<file path="config.mk">
export PLATFORM = sky130hd
export DESIGN_NAME = mul_share_arb
export DESIGN_NICKNAME = d
export VERILOG_FILES = /design/src/rtl/calc_pkg.sv /design/src/rtl/rr_arb2.sv /design/src/rtl/mul_share_arb.sv
export SDC_FILE = /design/constraint.sdc
export NUM_CORES = 1
export LEC_CHECK = 0
export CAP_MARGIN = 0
export CORE_ASPECT_RATIO = 1.2
export CORE_UTILIZATION = 32
export CTS_CLUSTER_DIAMETER = 40
export CTS_CLUSTER_SIZE = 10
export DETAILED_ROUTE_END_ITERATION = 8
export DONT_BUFFER_PORTS = 1
export SYNTH_ARGS = -nofsm -noshare
export SYNTH_HDL_FRONTEND = slang
export SYNTH_HIERARCHICAL = 1
export SYNTH_SLANG_ARGS = --single-unit
</file>
<file path="constraint.sdc">
create_clock -name clk -period 1.72 [get_ports clk]
set_input_delay 0.258 -clock clk [delete_from_list [all_inputs] [get_ports clk]]
set_output_delay 0.258 -clock clk [all_outputs]
set_load 0.02 [all_outputs]
</file>
<file path="src/rtl/calc_pkg.sv">
// Shared widths, FSM encoding and port indices for the calculator's
// multiplier-sharing logic.
package calc_pkg;

  localparam int OP_W  = 9;
  localparam int RES_W = 18;

  typedef enum logic [1:0] {
    ST_IDLE   = 2'd0,
    ST_SETTLE = 2'd1,
    ST_DONE   = 2'd2
  } state_e;

  localparam logic PORT0 = 1'b0;
  localparam logic PORT1 = 1'b1;

endpackage

</file>
<file path="src/rtl/rr_arb2.sv">
// Two-request round-robin pick: on a tie the port that was not served last wins.
module rr_arb2
  import calc_pkg::*;
(
  input  logic [1:0] req,
  input  logic       last_served,
  output logic [1:0] grant
);

  always_comb begin
    grant = 2'b00;
    case (req)
      2'b01:   grant = 2'b01;
      2'b10:   grant = 2'b10;
      2'b11:   grant = (last_served == PORT1) ? 2'b01 : 2'b10;
      default: grant = 2'b00;
    endcase
  end

endmodule

</file>
<file path="src/rtl/mul_share_arb.sv">
// Round-robin sequencer sharing one combinational sign-magnitude multiplier
// between two requesters: capture operands, settle, register product, pulse done.
module mul_share_arb
  import calc_pkg::*;
#(
  parameter int SETTLE_CYCLES = 2
) (
  input  logic             clk,
  input  logic             rst_n,
  input  logic             req0,
  input  logic             req1,
  input  logic [OP_W-1:0]  a0,
  input  logic [OP_W-1:0]  b0,
  input  logic [OP_W-1:0]  a1,
  input  logic [OP_W-1:0]  b1,
  output logic             gnt0,
  output logic             gnt1,
  output logic             done0,
  output logic             done1,
  output logic [RES_W-1:0] result,
  output logic             busy,
  output logic [OP_W-1:0]  mul_a,
  output logic [OP_W-1:0]  mul_b,
  input  logic [RES_W-1:0] mul_result
);

  localparam logic [3:0] CNT_INIT = 4'(SETTLE_CYCLES - 1);

  state_e           state_q, state_d;
  logic [3:0]       cnt_q, cnt_d;
  logic             last_q, last_d;
  logic [1:0]       gnt_q, gnt_d;
  logic [OP_W-1:0]  opa_q, opa_d;
  logic [OP_W-1:0]  opb_q, opb_d;
  logic [RES_W-1:0] res_q, res_d;
  logic [1:0]       pick;

  rr_arb2 u_arb (
    .req         ({req1, req0}),
    .last_served (last_q),
    .grant       (pick)
  );

  always_ff @(posedge clk or negedge rst_n) begin
    if (!rst_n) begin
      state_q <= ST_IDLE;
      cnt_q   <= '0;
      last_q  <= PORT1;
      gnt_q   <= '0;
      opa_q   <= '0;
      opb_q   <= '0;
      res_q   <= '0;
    end else begin
      state_q <= state_d;
      cnt_q   <= cnt_d;
      last_q  <= last_d;
      gnt_q   <= gnt_d;
      opa_q   <= opa_d;
      opb_q   <= opb_d;
      res_q   <= res_d;
    end
  end

  always_comb begin
    state_d = state_q;
    cnt_d   = cnt_q;
    last_d  = last_q;
    gnt_d   = gnt_q;
    opa_d   = opa_q;
    opb_d   = opb_q;
    res_d   = res_q;
    case (state_q)
      ST_IDLE: begin
        if (|pick) begin
          gnt_d   = pick;
          opa_d   = pick[1] ? a1 : a0;
          opb_d   = pick[1] ? b1 : b0;
          cnt_d   = CNT_INIT;
          state_d = ST_SETTLE;
        end
      end
      ST_SETTLE: begin
        if (cnt_q == 4'd0) begin
          res_d   = mul_result;
          last_d  = gnt_q[1] ? PORT1 : PORT0;
          state_d = ST_DONE;
        end else begin
          cnt_d = cnt_q - 4'd1;
        end
      end
      ST_DONE: begin
        gnt_d   = '0;
        state_d = ST_IDLE;
      end
      default: begin
        gnt_d   = '0;
        state_d = ST_IDLE;
      end
    endcase
  end

  // Outputs decode straight from registers, so they stay glitch-free.
  assign gnt0   = gnt_q[0];
  assign gnt1   = gnt_q[1];
  assign done0  = (state_q == ST_DONE) && gnt_q[0];
  assign done1  = (state_q == ST_DONE) && gnt_q[1];
  assign busy   = (state_q != ST_IDLE);
  assign result = res_q;
  assign mul_a  = opa_q;
  assign mul_b  = opb_q;

endmodule

</file>
==> key figures <==
Outcome
  • Status: finished, final reports clean

Power
  • Power per standard cell area: 2060 mW/mm²
  • Sw frac: 38.2%
  • Clock share of power: 18.4%
  • Combinational power share: 30.1%
  • Int Pwr: 3080 µW
  • P_sw: 1910 µW
  • Seq pwr share: roughly half
  • Lkg Pwr: 0.00103 µW
  • Peak VDD IR: 0.783 mV

Die
  • Core outline area: 0.00617 mm²
  • Initial Util: around a third
  • Die area: between 0.006 and 0.007 mm²
  • Site Rows: 31
  • Die H: between 90 and 100 µm
  • # IOs: 99
  • Die X: 75.5 µm

Critical path
  • Arr. time, crit path: around 1.8 ns
  • Critical path launch point type: flop
  • Worst-path fanout max: 20
  • Reg2Reg Depth: 6
  • CP max stage delay: roughly 0.41 ns
  • Worst-path cell chain: inv_1 > ha_1 > nor3b_4 > nand2_2 > buf_12 > mux2_2
  • Kind of end point of the critical path: flop
  • WS Path Type: reg2reg
  • Worst Path Required: between 1.5 and 2 ns
  • Critical-path top delay cell: dfrtp_1

Clock network
  • Total CTS buffers: 5
  • CTS tree: done
  • Reg clk slew, reported paths: around 0.08 ns
  • CTS Root Cell: clkbuf_8
  • H-tree depth: 2
  • CTS Sinks: 45
  • Clock latency on the worst-skew pair: approximately 0.29 ns
  • Longest Clk Path Bufs: 2

Global routing
  • Number of global-route vias before repair: 1359
  • First-pass GRT wire length: roughly 5600 µm
  • Gr usage total: 10.8%
  • GRT overflow: 0
  • Initial antenna violation count: 0
  • Largest net degree at the start of global routing: 46

Synth
  • Synth Area per Inst: 14.0 µm²
  • Synth area leaders: dfrtp_1 53%, mux2_2 29%, dfstp_2 1.3%, inv_1 1.3%, ha_1 1.2%
  • YS warnings: 6
  • Seq/Total Area, Yosys: 54.3%
  • Adder-Cell Fraction of Synth Area: around 1.2%
  • Synth cell types: 31
  • Syn_nets: about 210
  • Share of the synthesized area in the top cell type: 53.0%
  • Cells after Synth: 148
  • Largest family of logic cells by synthesized area: multiplexers
  • Leading area contributor after synthesis: dfrtp_1
  • Synth Cell Area: 0.00208 mm²
  • Number of synthesized flops with an enable pin: 0
  • Xor/xnor cell area share of the yosys netlist: 0%
  • Post-synth top flop: dfrtp_1
  • Post-synthesis async set-or-reset flop share: 100%
  • Post-synthesis simple-gate area fraction: just over 6%
  • Post-synthesis mux area share: a little under a third
  • Synth Area in Compound Gates: 4.10%
  • Post-synthesis register bit count: 45

Timing
  • Final setup viols: 0
  • Measured slew at the worst slew-check pin: 0.420 ns
  • Period utilization: 94.3%
  • Min Clock Period, post-route: 1.62 ns
  • Final hold viol count: 0
  • Final worst slack: 0.0979 ns
  • Slew headroom: between 70% and 80%
  • RSZ-0062 raised after global routing: yes
  • Skew final: 0.00518 ns
  • Final slew viol count: 0
  • Hold_ws: 0.109 ns
  • Fmax: 0.616 GHz

Detailed routing
  • DRT iter0 DRCs: 23
  • Via density: 5.19
  • WL per Instance: 15.5 µm
  • Total vias in the final route: 1262
  • Drt first pass iters: 4
  • DRC Markers: 0
  • WL final: around 3800 µm
  • DRT antenna net count: 0

Final layout
  • Share of layout cells above drive strength 1: 50.3%
  • Ant diodes: 0
  • Fin cells: 243
  • Area Growth Syn to Fin: 16.5%
  • Design Area, Final: 0.00242 mm²
  • Final net count: 220

Placed design
  • Placed inst area: 0.00219 mm²
  • HPWL after DPL: 2860 µm
  • PortBufs: 0
  • Placer Congestion: 0.690
  • Pre-CTS WS: -0.0209 ns
  • Placed Cells: 229

Min path
  • Hold path depth: 1
  • Hold Crit Class: in2reg

Job
  • Number of max-cap violations: 0
[repair_timing]
action                                  in CTS  in global routing
resized for setup                            1                  1
endpoints found under the setup margin      18                 22
hold buffers                                 2                  0
endpoints found under the hold margin       45                  0
setup buffers                                2                  2
cloned                                       0                  0
pin swaps                                    1                  1
[worst paths after layout]
check                                      from                endpoint  slack, ns
setup / recovery           cnt_q[0]$_DFFE_PN0P_   result[6]$_DFFE_PN0P_        0.1
hold / removal                   mul_result[10]  result[10]$_DFFE_PN0P_       0.11
setup reg to reg           cnt_q[0]$_DFFE_PN0P_   result[6]$_DFFE_PN0P_        0.1
hold reg to reg            cnt_q[1]$_DFFE_PN0P_    cnt_q[1]$_DFFE_PN0P_       0.60
max in group asynchronous                 rst_n      last_q$_DFFE_PN1P_       0.99
min in group asynchronous                 rst_n    mul_b[8]$_DFFE_PN0P_       0.47
[placed cells by master, fill, tap and decap left out]
cell / n
a211oi_1: 1
a21boi_2: 2
a21oi_1: 1
a22oi_1: 1
and3_1: 2
buf_12: 3
buf_16: 1
buf_4: 7
bufinv_16: 2
clkbuf_8: 5
clkinv_2: 1
dfrtp_1: 44
dfstp_2: 1
dlygate4sd3_1: 1
ha_1: 2
inv_1: 7
mux2_1: 1
mux2_2: 54
mux2i_1: 1
nand2_1: 2
nand2_2: 1
nand2b_1: 2
nand3_1: 1
nand4b_1: 1
nor2_1: 2
nor2_8: 1
nor2b_2: 1
nor3_1: 3
nor3b_4: 1
o211ai_1: 1
o21ai_0: 5
o22a_1: 1
o311ai_0: 1
or2_4: 1
[critical path, delay by kind of cell (launching register included)]
| family | cells | cell delay [ns] |
|---|---|---|
| adder cells (fa/ha/maj) | 1 | 0.19 |
| AND/OR/NAND/NOR | 2 | 0.36 |
| flip-flops | 1 | 0.41 |
| multiplexers | 1 | 0.28 |
| buffers and inverters | 2 | 0.26 |
[sequential cells by signal (all words and copies together), names as in the netlist]
signal	flops
cnt_q	4
gnt_q	2
last_q	1
mul_a	9
mul_b	9
result	18
state_q	2
[synth_stat cells (2+ instances only)]
cell type / count
mux2_2: 54
dfrtp_1: 44
inv_1: 7
o21ai_0: 5
buf_2: 3
nand2_1: 3
nor3_1: 3
and3_1: 2
buf_1: 2
ha_1: 2
nand2b_1: 2
nor2_1: 2
[per-stage QoR]
stage / utilization [%] / power [µW] / setup TNS, ns
final: 39.2 / 4990 / 0
after global routing: 39.2 / 5300 / -0.00412
after CTS: 38.9 / 5030 / 0
after detailed placement: 35.4 / 3980 / -0.140
after global placement: 35.4 / 3860 / 0
after floorplan: - / 3660 / 0
[layout make-up]
class | count | area [µm²]
flip-flops and latches | 45 | 1130
multi-input cells | 89 | 878
inverters | 7 | 26.3
clock buffers | 5 | 68.8
well taps | 82 | 103
fillers | 543 | 3750
clock inverters | 3 | 65.1
repair buffers | 12 | 150
[power by group through the flow]
stage	Sequential (µW)	Clock, µW	Combinational, µW
2_1_floorplan	2470	0	1190
6_report	2570	916	1500
5_1_grt	2640	1000	1650
4_1_cts	2580	957	1490
3_3_place_gp	2570	0	1280
3_5_place_dp	2590	0	1390
[kinds of logic after synthesis]
family | count (synthesis)
AO/OA/AOI/OAI | 13
adder cells (fa/ha/maj) | 2
buffers and inverters | 14
flip-flops | 45
multiplexers | 56
AND/OR/NAND/NOR | 18
[metal layers]
layer | routed length [µm] | GRT usage (%) | vias to the layer above
met5 | 0 | 0 | -
met4 | 30 | 2.93 | 0
met3 | 425 | 4.93 | 4
met2 | 1970 | 20.4 | 95
met1 | 1360 | 9.74 | 613
li1 | - | - | 550
Power figures use the tool's default switching activity.
